File: src/rtl/inta_sequencer.sv
// inta_sequencer: CPU-side initiator of the 8259-style interrupt acknowledge.
// Synchronises INT, issues two active-low INTA pulses, captures the vector
// from D at the end of the second pulse and hands it to the core over a
// valid/ready handshake, then waits out a recovery period before re-sampling INT.
//
// Ports:
//   clk          - clock, rising edge
//   rst_n        - synchronous active-low reset
//   INT          - asynchronous interrupt request from the PIC (active high)
//   int_enable   - gates only the start of a new acknowledge sequence
//   INTA         - interrupt acknowledge to the PIC (active low, registered)
//   D            - PIC data bus, sampled at the end of the second INTA pulse
//   vector       - captured interrupt vector
//   vector_valid - vector/spurious valid to the core
//   vector_ready - core accepts the vector
//   spurious     - INT had gone away by the start of the second pulse
//   busy         - high in every state except IDLE
module inta_sequencer #(
    parameter int unsigned PULSE_W = 4,
    parameter int unsigned GAP_W   = 2,
    parameter int unsigned HOLDOFF = 4
) (
    input  logic       clk,
    input  logic       rst_n,
    input  logic       INT,
    input  logic       int_enable,
    output logic       INTA,
    input  logic [7:0] D,
    output logic [7:0] vector,
    output logic       vector_valid,
    input  logic       vector_ready,
    output logic       spurious,
    output logic       busy
);

    localparam int unsigned CNT_W = 4;
    localparam logic [CNT_W-1:0] PULSE_LD = CNT_W'(PULSE_W - 1);
    localparam logic [CNT_W-1:0] GAP_LD   = CNT_W'(GAP_W - 1);
    localparam logic [CNT_W-1:0] HOLD_LD  = CNT_W'(HOLDOFF - 1);

    typedef enum logic [2:0] {
        S_IDLE = 3'd0,
        S_P1   = 3'd1,
        S_GAP  = 3'd2,
        S_P2   = 3'd3,
        S_DLV  = 3'd4,
        S_HOLD = 3'd5
    } state_e;

    state_e           state_q, state_d;
    logic [CNT_W-1:0] cnt_q, cnt_d;
    logic             sync1_q, int_s_q;
    logic             inta_q, inta_d;
    logic [7:0]       vector_q, vector_d;
    logic             valid_q, valid_d;
    logic             spur_q, spur_d;
    logic             sflag_q, sflag_d;
    logic             busy_q, busy_d;

    // State, timing counter, synchroniser and registered outputs
    always_ff @(posedge clk) begin
        if (!rst_n) begin
            state_q  <= S_IDLE;
            cnt_q    <= '0;
            sync1_q  <= 1'b0;
            int_s_q  <= 1'b0;
            inta_q   <= 1'b1;
            vector_q <= 8'h00;
            valid_q  <= 1'b0;
            spur_q   <= 1'b0;
            sflag_q  <= 1'b0;
            busy_q   <= 1'b0;
        end else begin
            state_q  <= state_d;
            cnt_q    <= cnt_d;
            sync1_q  <= INT;
            int_s_q  <= sync1_q;
            inta_q   <= inta_d;
            vector_q <= vector_d;
            valid_q  <= valid_d;
            spur_q   <= spur_d;
            sflag_q  <= sflag_d;
            busy_q   <= busy_d;
        end
    end

    // Next-state and next-output logic
    always_comb begin
        state_d  = state_q;
        cnt_d    = cnt_q;
        inta_d   = inta_q;
        vector_d = vector_q;
        valid_d  = valid_q;
        spur_d   = spur_q;
        sflag_d  = sflag_q;

        unique case (state_q)
            S_IDLE: begin
                inta_d = 1'b1;
                if (int_s_q && int_enable) begin
                    state_d = S_P1;
                    inta_d  = 1'b0;
                    cnt_d   = PULSE_LD;
                end
            end
            S_P1: begin
                if (cnt_q == '0) begin
                    state_d = S_GAP;
                    inta_d  = 1'b1;
                    cnt_d   = GAP_LD;
                end else begin
                    cnt_d = cnt_q - CNT_W'(1);
                end
            end
            S_GAP: begin
                if (cnt_q == '0) begin
                    state_d = S_P2;
                    inta_d  = 1'b0;
                    cnt_d   = PULSE_LD;
                    sflag_d = ~int_s_q;
                end else begin
                    cnt_d = cnt_q - CNT_W'(1);
                end
            end
            S_P2: begin
                // Vector is captured on the same edge INTA is released
                if (cnt_q == '0) begin
                    state_d  = S_DLV;
                    inta_d   = 1'b1;
                    vector_d = D;
                    spur_d   = sflag_q;
                    valid_d  = 1'b1;
                end else begin
                    cnt_d = cnt_q - CNT_W'(1);
                end
            end
            S_DLV: begin
                inta_d = 1'b1;
                if (vector_ready) begin
                    state_d = S_HOLD;
                    valid_d = 1'b0;
                    cnt_d   = HOLD_LD;
                end
            end
            S_HOLD: begin
                // Expiry edge doubles as the IDLE evaluation so a pending
                // request restarts without an extra idle cycle
                inta_d = 1'b1;
                if (cnt_q == '0) begin
                    if (int_s_q && int_enable) begin
                        state_d = S_P1;
                        inta_d  = 1'b0;
                        cnt_d   = PULSE_LD;
                    end else begin
                        state_d = S_IDLE;
                    end
                end else begin
                    cnt_d = cnt_q - CNT_W'(1);
                end
            end
            default: begin
                state_d = S_IDLE;
                inta_d  = 1'b1;
                valid_d = 1'b0;
                cnt_d   = '0;
            end
        endcase

        busy_d = (state_d != S_IDLE);
    end

    assign INTA         = inta_q;
    assign vector       = vector_q;
    assign vector_valid = valid_q;
    assign spurious     = spur_q;
    assign busy         = busy_q;

endmodule

File: config.mk
export PLATFORM = sky130hd
export DESIGN_NAME = inta_sequencer
export DESIGN_NICKNAME = d
export VERILOG_FILES = /design/src/rtl/inta_sequencer.sv
export SDC_FILE = /design/constraint.sdc
export NUM_CORES = 1
export LEC_CHECK = 0
export ABC_AREA = 1
export BUFFER_PORTS_ARGS = -buffer_cell sky130_fd_sc_hd__buf_2
export CORE_UTILIZATION = 45
export CTS_CLUSTER_DIAMETER = 80
export CTS_CLUSTER_SIZE = 14
export DETAILED_ROUTE_END_ITERATION = 8
export PLACE_DENSITY_LB_ADDON = 0.1
export SLEW_MARGIN = 25
export SYNTH_ARGS = -nofsm -noshare
export SYNTH_HDL_FRONTEND = slang
export SYNTH_SLANG_ARGS = --single-unit
File: constraint.sdc
create_clock -name clk -period 2.1 [get_ports clk]
set_input_delay 0.21 -clock clk [delete_from_list [all_inputs] [get_ports clk]]
set_output_delay 0.21 -clock clk [all_outputs]
set_load 0.03 [all_outputs]
* Word level (Yosys, flattened, before mapping) *
Index checks and enable logic that the tools add are counted.

word-level totals
  register bits = 22
  output and inout port bits = 12
  word-level logic and storage cells = 56

cells by class
  add/subtract/negate cells = 1
  equal/unequal tests = 10
  multiplexer cells = 22
  bitwise gates (word level) = 2
  reduce and logical (&&, ||, !) cells = 11

operator list
  cell                                                    number
  two-way mux 4 bit                                       6
  case mux 4 bit (6 select lines)                         1
  two-way mux 3 bit                                       6
  case mux 3 bit (6 select lines)                         1
  inequality test 2 bit (second input constant)           4
  AND reduction 2 bit                                     4
  equality test 3 x 2 -> 1 bit (second input constant)    2
  equality test 3 bit (second input constant)             2
  two-way mux 1 bit                                       6
  zero test 4 bit                                         1
  case mux 1 bit (4 select lines)                         1
  OR reduction 4 bit                                      1
  subtractor 4 x 1 -> 4 bit (second input constant)       1
  equality test 3 x 1 -> 1 bit (second input constant)    1
  zero test 3 bit                                         1
  case mux 1 bit (3 select lines)                         1
  AND reduction 3 bit                                     1
  nonzero test 3 bit                                      1
  inequality test 2 x 1 -> 1 bit (second input constant)  1
  inverter 1 bit                                          2
  OR reduction 2 bit                                      1
  logical AND 1 bit                                       1

* Logic depth before layout (Yosys ltp) *
  depth after elaboration = 5
  gate-level depth with buffers = 11
  gate-level depth less buffers = 11

* Worst setup path before layout *
OpenSTA, ideal clock, no wires.

  kind = register to register
  start = register cnt_q[0]
  end = register busy_q (netlist: busy)
  library setup time = 0.120 ns
  arrival = 1.262 ns
  setup slack = 0.719 ns
  stages on the path, launching flop included = 9
  path through = dfxtp_1 inv_1 ha_1 nand3_2 buf_6 o21ai_1 nand3_1 o21ai_1 nand2_1

on the way
  cells in the longest elaborated chain, start to end = 4
  elaborated cells between the ends (all ways) = 7
  those cells by class = 5 x mux; 2 x reduce/logical

RTL lines
  item                                         line  source
  from (decl)                                  51    logic [CNT_W-1:0] cnt_q, cnt_d;
  from (signal assigned)                       75    cnt_q <= cnt_d;
  zero test 4 bit *                            n/a
  two-way mux 3 bit, on equally long branches  n/a
  case mux 3 bit (6 select lines) *            97    unique case (state_q)
  nonzero test 3 bit *                         169   busy_d = (state_d != S_IDLE);
  to (signal assigned)                         83    busy_q <= busy_d;
  to (decl)                                    58    logic busy_q, busy_d;

Mark *: on every way between the ends. The rest lies on a longest branch, timed or not.
A chain may end at the register's enable or synchronous reset.

* Worst setup path after layout *
  start = register cnt_q[0]
  end = register cnt_q[3]

on the way
  cells in the longest elaborated chain, start to end = 3
  elaborated cells between the ends (all ways) = 9
  those cells by class = 1 x add/sub; 1 x eq/ne; 5 x mux; 2 x reduce/logical

RTL lines
  item                                                                    line  source
  subtractor 4 x 1 -> 4 bit or zero test 4 bit (tied branches)            n/a
  two-way mux 4 bit (tied with other cells)                               149   if (cnt_q == '0) begin
  case mux 4 bit (6 select lines) or AND reduction 2 bit (tied branches)  n/a

Several ways; a longest one is shown, not always the timed one. The select of a mux whose other input is x is not followed.

==> results by group <==
Status
  • Status: completed

Floorplanning
  • Die Area: roughly 2700 µm²
  • Initial core utilization: 49.8%
  • Die W: between 50 and 60 µm
  • I/O pin cnt: 25
  • Die Height: 52.4 µm
  • Placement row count: 17
  • Core Area: 2300 µm²

Synth
  • Register area share after synthesis: 38.5%
  • Seq cells post-synth: 22
  • Synth cell types: 24
  • Post-synthesis cell area: 1140 µm²
  • Cells after Synth: 167
  • Synthesized Nets: 182
  • Ys Warns: 0
  • Synth Area per Inst: 6.85 µm²

Cells and area
  • Commonest non-fill, non-tap cell in the layout: nand2_1
  • Most frequent cells in the layout: nand2_1, nor2_1, buf_2, dfxtp_1, o21ai_1
  • Nets@finish: 208
  • Antenna cells: 0
  • Syn-to-layout area delta: 16.4%
  • Layout cells sized above 1: 27.1%

Pwr
  • Power density over the cells: between 700 and 800 nW/µm²
  • Reg power frac: 44.7%
  • Sw Share: 29.9%
  • Sw Pwr: ~0.3 mW
  • Internal: 0.716 mW
  • Comb power frac: 24.1%
  • Maximum vdd drop: 0.000398 V
  • Total power: 1.02 mW
  • Clk pwr share: 31.2%
  • Leak pwr: about 0.69 nW

STA
  • Final Hold Viols: 0
  • Fin. max-slew vios: 0
  • Hold WS: 0.0773 ns
  • Worst Clk Skew: approximately 0.0067 ns
  • Final Critical Period: 1.72 ns
  • Least-Margin Pin Slew: 0.301 ns
  • RSZ-0062 raised after global routing: no
  • Max_slew headroom: 79.9%
  • Final setup fails: 0
  • Period utilization: between 80% and 90%
  • Setup TNS: 0 ns
  • Max Freq: just under 0.6 GHz

Route
  • # DRC: 0
  • Via count: 1,074
  • DR iter-0 viols: 24
  • Final ANT Viol Nets: 0
  • Post-DR vias/cell: 4.88
  • WL per Instance: 10.7 µm
  • Routed WL: 2350 µm
  • 1st-pass router iterations: 4

Place
  • Quantity of I/O buffers inserted on ports: 24
  • GP Congestion: approximately 0.87
  • Final HPWL DP: 1820 µm

Clocking
  • TritonCTS clock tree: done
  • Post_cts resized: 0
  • CTS H-tree depth: 1
  • CTS Buf Count: 3
  • CTS max path bufs: 2
  • Clock Pin Slew Worst Setup and Hold Paths: 0.12 ns
  • Hold_buf cts: 0
  • Clock latency on the worst-skew pair: ~0.30 ns
  • CTS Sinks: 22
  • Root buffer cell: clkbuf_4
  • Post-CTS Setup Bufs: 0

Global routing
  • Initial antenna violation count: 0
  • Largest net degree at the start of global routing: 18
  • Gr usage total: between 20 and 25%
  • Grt ovf: 0
  • Vias in the first global route: 1,005
  • First-pass GRT wire length: 4110 µm

Run
  • Max_cap viols: 0

Worst setup path
  • Worst path slowest cell: dfxtp_1
  • WS Path Type: register to register
  • CP Launch Type: register
  • CP required: 2.31 ns
  • Worst path max stage delay: between 0.3 and 0.4 ns
  • Max FO, Critical Path: 13
  • Critical path data arrival time: 1.93 ns
  • Worst setup EP type: register
  • Critical-path cell list: inv_1 -> ha_1 -> nand3_2 -> inv_2 -> nand2_4 -> nand2_4 -> nor2_1 -> nand2_1 -> nand2_1 -> nand2_1 -> nor2_1
  • Top cell by count, worst path: nand2_1

Worst hold path
  • Hold WC Path Type: input pin to register
layout make-up:
class / instances / area, µm²
well taps: 28 / 35.0
inverters: 22 / 82.6
clock buffers: 3 / 22.5
flip-flops and latches: 22 / 440
repair buffers: 24 / 120
fillers: 228 / 966
clock inverters: 1 / 30.0
multi-input cells: 120 / 601
per-layer routing:
layer | vias up | GRT usage [%] | share of wire, %
met5 | - | 0 | 0
met4 | 0 | 8.77 | 1.0
met3 | 4 | 2.32 | 4.8
met2 | 38 | 35.4 | 47
met1 | 458 | 24.5 | 47
li1 | 574 | - | -
final timing paths:
kind	startpoint	endpoint	slack [ns]	cells past startpoint
worst min-delay path	INT	sync1_q	0.08	3
worst max register to register	cnt_q[0]	cnt_q[3]	0.38	11
worst min register to register	int_s_q	sflag_q	0.44	1
worst max-delay path	cnt_q[0]	cnt_q[3]	0.38	11
logic make-up (layout without fill, tap and decap cells):
family / count (synthesis) / in the layout / share of synthesized area (%)
flops: 22 / 22 / 38.5
simple gates: 92 / 92 / 37.0
compound gates: 25 / 25 / 12.6
xor+xnor: 1 / 1 / 0.766
fa+ha+maj: 2 / 2 / 2.19
buf+inv: 25 / 50 / 8.97
flip-flops by register name (all words and copies together), names as in the netlist:
signal,cells
vector,8
INTA,1
sflag_q,1
cnt_q,4
busy,1
spurious,1
int_s_q,1
sync1_q,1
state_q,3
vector_valid,1
worst max-delay path, delay by kind of cell (launching register included):
family,cells,cell delay (ns)
buffers and inverters,2,0.33
adder cells (fa/ha/maj),1,0.19
flip-flops,1,0.35
AND/OR/NAND/NOR,8,0.74
cell usage after synthesis:
| library cell | count | area, µm² |
|---|---|---|
| o21ai_1 | 12 | 60.1 |
| nand3_2 | 3 | 30.0 |
| buf_2 | 1 | 5.00 |
| inv_1 | 11 | 41.3 |
| nand4_1 | 1 | 6.26 |
| o21ai_0 | 3 | 15.0 |
| ha_1 | 2 | 25.0 |
| nand3_1 | 11 | 55.1 |
| a31oi_2 | 1 | 12.5 |
| clkbuf_1 | 1 | 3.75 |
| o211ai_1 | 1 | 7.51 |
| a21oi_2 | 2 | 17.5 |
| dfxtp_1 | 22 | 440 |
| inv_2 | 11 | 41.3 |
| xor2_1 | 1 | 8.76 |
| nor2_2 | 1 | 6.26 |
| nand2_4 | 2 | 22.5 |
| a21oi_1 | 5 | 25.0 |
| nor2_1 | 27 | 101 |
| nand2_2 | 1 | 6.26 |
| nor2_4 | 3 | 33.8 |
| nand2_1 | 43 | 161 |
| o22ai_1 | 1 | 6.26 |
| buf_6 | 1 | 11.3 |
power groups by stage:
stage | combinational, mW | clock [mW] | sequential (mW)
after global routing | 0.281 | 0.340 | 0.459
after detailed placement | 0.248 | 0 | 0.466
after CTS | 0.248 | 0.326 | 0.456
final | 0.246 | 0.318 | 0.457
after global placement | 0.240 | 0 | 0.465
after floorplan | 0.196 | 0 | 0.477
per-stage QoR:
| stage | util, % | cells | cell area, µm² | setup WS [ns] |
|---|---|---|---|---|
| after floorplan | - | 167 | 1140 | 0.719 |
| after global placement | 55.7 | 216 | 1280 | 0.481 |
| after detailed placement | 55.7 | 216 | 1280 | 0.393 |
| after CTS | 58.0 | 220 | 1330 | 0.384 |
| after global routing | 58.0 | 220 | 1330 | 0.203 |
| final | 58.0 | 220 | 1330 | 0.381 |
Power figures use the tool's default switching activity.
